===== config.mk =====
export PLATFORM = sky130hd
export DESIGN_NAME = track_distinct
export DESIGN_NICKNAME = d
export VERILOG_FILES = /design/src/rtl/track_distinct.sv
export SDC_FILE = /design/constraint.sdc
export NUM_CORES = 1
export LEC_CHECK = 0
export BUFFER_PORTS_ARGS = -buffer_cell sky130_fd_sc_hd__buf_2
export CAP_MARGIN = 20
export CORE_MARGIN = 5
export CORE_UTILIZATION = 47
export CTS_CLUSTER_DIAMETER = 100
export DETAILED_ROUTE_END_ITERATION = 7
export GPL_TIMING_DRIVEN = 1
export PLACE_DENSITY = 0.74
export REMOVE_ABC_BUFFERS = 1
export SLEW_MARGIN = 20
export SYNTH_ARGS = -nofsm -noshare
export SYNTH_HDL_FRONTEND = slang
export SYNTH_SLANG_ARGS = --single-unit

===== constraint.sdc =====
create_clock -name clk_in -period 2 [get_ports clk_in]
set_clock_uncertainty 0.15 [all_clocks]
set_input_delay 0.4 -clock clk_in [delete_from_list [all_inputs] [get_ports clk_in]]
set_output_delay 0.4 -clock clk_in [all_outputs]
set_load 0.005 [all_outputs]

===== src/rtl/track_distinct.sv =====
// Tracks the most recent DEPTH distinct sample values, newest in slot 0.
// Hits either promote the value to the front (MTF) or leave order untouched (first-occurrence order).
module track_distinct #(
   parameter int unsigned DATA_W       = 8,
   parameter int unsigned DEPTH        = 4,
   parameter int unsigned ZERO_IS_DATA = 0,
   localparam int unsigned IDX_W       = $clog2(DEPTH),
   localparam int unsigned CNT_W       = $clog2(DEPTH + 1)
) (
   input  logic                      clk_in,
   input  logic                      reset_n_in,
   input  logic                      valid_in,
   input  logic [DATA_W-1:0]         data_in,
   input  logic                      mode_in,
   input  logic                      flush_in,
   output logic [DEPTH*DATA_W-1:0]   out_data,
   output logic [DEPTH-1:0]          out_valid,
   output logic [CNT_W-1:0]          count_out,
   output logic                      hit_out,
   output logic [IDX_W-1:0]          hit_idx_out,
   output logic                      evict_valid_out,
   output logic [DATA_W-1:0]         evict_data_out
);

   logic [DEPTH-1:0][DATA_W-1:0] r_slot;
   logic [DEPTH-1:0]             r_valid;
   logic [CNT_W-1:0]             r_count;
   logic                         r_hit;
   logic [IDX_W-1:0]             r_hit_idx;
   logic                         r_evict_v;
   logic [DATA_W-1:0]            r_evict_d;

   logic [DEPTH-1:0][DATA_W-1:0] w_slot_nxt;
   logic [DEPTH-1:0]             w_valid_nxt;
   logic [CNT_W-1:0]             w_count_nxt;
   logic                         w_hit_nxt;
   logic [IDX_W-1:0]             w_hit_idx_nxt;
   logic                         w_evict_v_nxt;
   logic [DATA_W-1:0]            w_evict_d_nxt;

   logic [DEPTH-1:0]             w_match;
   logic                         w_hit;
   logic [IDX_W-1:0]             w_hit_idx;
   logic                         w_accept;

   assign w_accept = valid_in && !flush_in && ((ZERO_IS_DATA != 0) || (data_in != '0));

   // Only valid slots may match; contents are duplicate-free so at most one bit is set.
   always_comb begin
      w_match   = '0;
      w_hit_idx = '0;
      for (int i = 0; i < int'(DEPTH); i++) begin
         w_match[i] = r_valid[i] && (r_slot[i] == data_in);
         if (w_match[i]) w_hit_idx = IDX_W'(i);
      end
      w_hit = |w_match;
   end

   always_comb begin
      w_slot_nxt    = r_slot;
      w_valid_nxt   = r_valid;
      w_count_nxt   = r_count;
      w_hit_nxt     = 1'b0;
      w_hit_idx_nxt = '0;
      w_evict_v_nxt = 1'b0;
      w_evict_d_nxt = '0;
      if (w_accept) begin
         if (w_hit) begin
            w_hit_nxt     = 1'b1;
            w_hit_idx_nxt = w_hit_idx;
            if (!mode_in) begin
               // Slots above the hit index keep their place; those at or below shift down.
               for (int i = 1; i < int'(DEPTH); i++) begin
                  if (IDX_W'(i) <= w_hit_idx) w_slot_nxt[i] = r_slot[i-1];
               end
               w_slot_nxt[0] = data_in;
            end
         end else begin
            for (int i = 1; i < int'(DEPTH); i++) begin
               w_slot_nxt[i] = r_slot[i-1];
            end
            w_slot_nxt[0] = data_in;
            w_valid_nxt   = {r_valid[DEPTH-2:0], 1'b1};
            if (r_valid[DEPTH-1]) begin
               w_evict_v_nxt = 1'b1;
               w_evict_d_nxt = r_slot[DEPTH-1];
            end else begin
               w_count_nxt = r_count + CNT_W'(1);
            end
         end
      end
   end

   // Reset and flush both clear everything; neither produces an eviction pulse.
   always_ff @(posedge clk_in) begin
      if (!reset_n_in || flush_in) begin
         r_slot    <= '0;
         r_valid   <= '0;
         r_count   <= '0;
         r_hit     <= 1'b0;
         r_hit_idx <= '0;
         r_evict_v <= 1'b0;
         r_evict_d <= '0;
      end else begin
         r_slot    <= w_slot_nxt;
         r_valid   <= w_valid_nxt;
         r_count   <= w_count_nxt;
         r_hit     <= w_hit_nxt;
         r_hit_idx <= w_hit_idx_nxt;
         r_evict_v <= w_evict_v_nxt;
         r_evict_d <= w_evict_d_nxt;
      end
   end

   assign out_data        = r_slot;
   assign out_valid       = r_valid;
   assign count_out       = r_count;
   assign hit_out         = r_hit;
   assign hit_idx_out     = r_hit_idx;
   assign evict_valid_out = r_evict_v;
   assign evict_data_out  = r_evict_d;

endmodule


* Yosys cells after proc, flatten, opt, wreduce, memory -nomap -nowiden
Cells that the tools add are included.
Storage, ports and cells: register bits 51, input bits 13, logic and storage cells 56
Operators by class: add/sub/neg operators 1, order comparisons 3, equality and inequality tests 8, multiplexer cells 10, bitwise gates (word level) 3, reductions and logical operators 21
Operators by type and width (count):
- $mux W32 | 2
- $eq A8 B8 Y1 | 4
- $mux W8 | 3
- $reduce_and A3 Y1 | 4
- $reduce_bool A8 Y1 | 1
- $reduce_or A7 Y1 | 1
- $logic_and A1 B1 Y1 | 6
- $ne A2 B1 Y1 const B | 3
- $reduce_or A6 Y1 | 1
- $le A2 B2 Y1 const A | 2
- $mux W2 | 2
- $reduce_and A2 Y1 | 2
- $reduce_or A4 Y1 | 1
- $add A3 B1 Y3 const B | 1
- $mux W1 | 3
- $not A1 Y1 | 3
- $reduce_or A3 Y1 | 1
- $le A1 B2 Y1 const A | 1
- $logic_not A1 Y1 | 2
- $ne A2 B2 Y1 const B | 1
- $reduce_or A2 Y1 | 1
- $logic_or A1 B1 Y1 | 1

* Logic depth before layout (Yosys ltp)
depth after elaboration 9, depth in mapped cells 9

* Worst setup path before layout
No wires, ideal clock.
path kind input port to flip-flop, from input port data_in[0], to register r_slot, in the netlist out_data[11], setup time 0.118 ns, arrival time 1.856 ns, setup slack -0.124 ns, cell stages on the path 9, cells stage by stage buf_6 xnor2_1 nand2_1 or3_1 buf_6 and3_4 o31a_1 buf_6 mux2i_1
Between the ends: cells in the longest elaborated chain, start to end 8
Ends and longest elaborated chain:
- start: declaration | line 13 | input logic [DATA_W-1:0] data_in,
- $eq A8 B8 Y1 | line 53 | w_match[i] = r_valid[i] && (r_slot[i] == data_in);
- $logic_and A1 B1 Y1 | line 53
- $mux W1 | line 54 | if (w_match[i]) w_hit_idx = IDX_W'(i);
- $mux W2 (2 in series) | line 54
- $le A1 B2 Y1 | line 74 | if (IDX_W'(i) <= w_hit_idx) w_slot_nxt[i] = r_slot[i-1];
- $ne A2 B1 Y1 (no source line)
- $reduce_and A3 Y1 (no source line)
- end signal: assignment | line 105 | r_slot <= w_slot_nxt;
- end: declaration | line 25 | logic [DEPTH-1:0][DATA_W-1:0] r_slot;
Several ways; a longest one is shown, not always the timed one. A chain may end at the register's enable or synchronous reset.

* Final worst setup path
from register r_slot, in the netlist out_data[23], to register r_slot, in the netlist out_data[16]
Between the ends: cells in the longest elaborated chain, start to end 7
Ends and longest elaborated chain (line):
- $eq A8 B8 Y1 * | 53
- $logic_and A1 B1 Y1 * | 53
- $mux W2 (2 in series) | 54
- $le A2 B2 Y1 | 74
- $ne A2 B1 Y1 (no source line)
- $reduce_and A3 Y1 (no source line)
Every way passes the cells marked *; elsewhere a longest branch is shown, timed or not.

==> summary.txt <==
Timing
  • Min Clock Period, post-route: 2.12 ns
  • RSZ-0062 raised after global routing: yes
  • Max transition margin: 0.661
  • Final count of hold timing violations: 0
  • Worst setup slack after layout: -0.121 ns
  • Slew of the pin with the lowest slew margin: 0.504 ns
  • Final setup fails: 24
  • Max-slew violation count: 0
  • Period utilisation layout: 1.06
  • Maximum operating frequency: 472 MHz

Floorplan
  • I/O pin total: 64
  • Row Count: 26
  • X dimension of the die: 81.8 um
  • DIE HEIGHT: 81.8 um
  • Starting density of the core: 0.478
  • Die ar.: 6700 sq um
  • Floorplan core area: 5070 sq um

Hold path
  • Hold Startpoint: reset_n_in
  • Classification of the worst-slack hold path: input port to flip-flop
  • Number of stages on the worst hold path: 3
  • End of the worst hold path: hit_out$_SDFF_PP0_

Finish
  • Post-route non-filler standard cell count: 437
  • Synthesis-to-finish area growth: 36.8%
  • Diode insertion count for antenna repair: 0
  • Fill cells: 415
  • Share of final-layout standard cells stronger than drive strength 1: 0.425
  • Nets@finish: 380

Drt
  • DRC errors left: 0
  • TritonRoute pass-1 iters: 4
  • Number of violations reported at the end of detailed-routing iteration 0: 142
  • Routed Antenna Nets: 0
  • Vias per inst: 5.05
  • Overall routed net length: 6350 um
  • Number of vias in the routed layout: 2207
  • Detail-routed net length per standard cell: 14.5 um

GRT
  • Global-route wire length before repair: 9720 um
  • Vias in the first global route: 2090
  • Number of antenna violations at the first check in global routing: 0
  • Overall global routing resource usage: 0.188
  • Total overflow reported by the global router: 0
  • Pin count of the biggest net entering global routing: 41

Synthesis
  • Proportion of netlist area held by the largest area contributor: 0.421
  • Gate count of the mapped netlist: 262
  • Leading cell types by total area after synthesis: sky130_fd_sc_hd__dfxtp_1 (42%), sky130_fd_sc_hd__mux2i_1 (9.9%), sky130_fd_sc_hd__xnor2_1 (9.0%)
  • Fraction of the yosys area taken by sequential cells: 0.421
  • Most frequent cells after synthesis: sky130_fd_sc_hd__dfxtp_1 (51), sky130_fd_sc_hd__nand2_1 (51), sky130_fd_sc_hd__xnor2_1 (25)
  • Cell taking the most area after synthesis: sky130_fd_sc_hd__dfxtp_1
  • Synth unique cells: 34
  • Post-synthesis register bit count: 51
  • Yosys warns: 0
  • Avg Cell Area, Syn: 9.26 sq um
  • Synth async-reset ratio: 0
  • Number of synthesized flops with an enable pin: 0
  • Area of the mapped netlist: 2430 sq um
  • Dominant synthesized flop cell: sky130_fd_sc_hd__dfxtp_1

Setup path
  • Logic depth of the worst register-to-register path: 8
  • Worst R2R Setup Slack: -0.12 ns
  • Worst path required time: 2.08 ns
  • WP data arrival: 2.20 ns
  • Reg-to-reg critical path startpoint: out_data[23]$_SDFFE_PP0P_
  • R2r endpoint: out_data[16]$_SDFFE_PP0P_
  • Startpoint type of the worst setup path: flip-flop
  • Critical path fanouts, max: 8
  • Critical Setup Path Class: flip-flop to flip-flop
  • Endpoint kind of the worst setup timing path: flip-flop

Clock tree
  • Number of buffers created by CTS: 5
  • Clk Tree Root Cell: sky130_fd_sc_hd__clkbuf_8
  • Worst skew pair latency: 0.30 ns
  • Number of H-tree branching levels: 2
  • # clock sinks: 51
  • CTS tree: done
  • Clock-pin transition on the worst setup and hold timing paths: 0.09 ns
  • Clock Path Buffers: 2

Status
  • Violations in the final reports: setup timing
  • Result of the run: finished with violations

Placed design
  • Count of port buffers added during placement: 63
  • Final RePlAce weighted congestion: 0.954
  • Post-detailed-placement half-perimeter wirelength: 4700 um
  • Number of cells in the design after placement: 425

Power and ir drop
  • IR Drop Worst-Case VDD: 0.333 mV
  • Leakage power: 1.44 nW
  • Pwr Density: 540 nW/um^2
  • Design Power: 0.00179 W

Job
  • Number of max-capacitance violations reported: 0
[worst max path at each step]
stage                                    from                         to  slack (ns)  depth (start not counted)
floorplan                            flush_in  out_data[10]$_SDFFE_PP0P_       -0.26                          3
global placement                   data_in[2]  out_data[12]$_SDFFE_PP0P_       -0.31                          8
detailed placement                 data_in[2]  out_data[23]$_SDFFE_PP0P_       -0.37                          8
CTS                 out_data[29]$_SDFFE_PP0P_  out_data[28]$_SDFFE_PP0P_       -0.01                          6
global route        out_data[19]$_SDFFE_PP0P_  out_data[18]$_SDFFE_PP0P_       -0.21                          8
finish              out_data[23]$_SDFFE_PP0P_  out_data[16]$_SDFFE_PP0P_       -0.12                          8
[flip-flops by register name (all words and copies together), names as in the netlist]
register / count
out_data: 32
out_valid: 4
hit_out: 1
evict_data_out: 8
count_out: 3
hit_idx_out: 2
evict_valid_out: 1
[what timing repair did]
action,CTS,global route
setup endpoints to repair,32,46
hold buffers,0,0
buffers inserted,0,5
gates cloned,0,0
resized for setup,17,21
pin swaps,5,22
hold endpoints to repair,0,0
[report_power, final]
part,leakage (nW),internal (W),switching (W)
clock network,0.0422,0.000246,0.000319
registers,0.415,0.00102,0.00000521
logic,0.983,0.0000905,0.000112
total,1.44,0.00136,0.000436
[per-stage QoR]
stage | cell area [sq um] | setup slack, ns | util | hold WS, ns | setup TNS (ns)
after floorplan | 2280 | -0.262 | - | 0.323 | -5.62
after global placement | 3080 | -0.308 | 0.606 | 0.340 | -10.97
after detailed placement | 3080 | -0.373 | 0.606 | 0.330 | -13.22
after CTS | 3230 | -0.0120 | 0.636 | 0.242 | -0.0451
after global routing | 3320 | -0.215 | 0.654 | 0.280 | -3.86
final | 3320 | -0.121 | 0.654 | 0.269 | -1.82
[cells in the final DEF (no fill, tap or decap), drive strengths merged, types with 2 or more instances in the layout]
cell type,n
buf,116
nand2,51
dfxtp,51
xnor2,25
mux2i,24
a21oi,17
nand3,12
o21ai,12
and2,9
xor2,7
clkbuf,7
nand4,6
or3,5
nor3,3
nor4,3
inv,2
a211oi,2
o31a,2
nor2b,2
nor2,2
a211o,2
[critical path, cell delays in order (launching register included)]
cell and delay [ns]:
sky130_fd_sc_hd__dfxtp_2 0.35, sky130_fd_sc_hd__xnor2_2 0.16, sky130_fd_sc_hd__nand4_1 0.19, sky130_fd_sc_hd__or3_4 0.43, sky130_fd_sc_hd__buf_6 0.14, sky130_fd_sc_hd__a211oi_2 0.20, sky130_fd_sc_hd__buf_4 0.20, sky130_fd_sc_hd__o21ai_1 0.08
sky130_fd_sc_hd__a21oi_1 0.16
[routing by layer]
| metal | vias up | share of wire | global-route usage |
|---|---|---|---|
| met5 | - | 0 | 0 |
| met3 | 11 | 0.067 | 0.0373 |
| met4 | 0 | 0.018 | 0.0664 |
| met2 | 70 | 0.49 | 0.330 |
| met1 | 1026 | 0.42 | 0.228 |
| li1 | 1100 | - | - |
[area by class of cell]
type,instances,area (sq um),share of cell area
Clock inverter,1,5.00,0.00151
Clock buffer,7,76.3,0.0230
Multi-Input combinational cell,190,1360,0.409
Tap cell,70,87.6,0.0264
Timing Repair Buffer,116,757,0.228
Inverter,2,7.51,0.00226
Sequential cell,51,1030,0.310
[kinds of logic (layout without fill, tap and decap cells)]
family	after synthesis	after routing	synth area share
AO/OA/AOI/OAI	36	36	0.0980
multiplexers	24	24	0.0990
adder cells (fa/ha/maj)	1	1	0.00516
AND/OR/NAND/NOR	97	97	0.197
XOR/XNOR	32	32	0.116
buffers and inverters	21	126	0.0645
flip-flops	51	51	0.421
No activity file was read; power rests on OpenSTA's default activity.
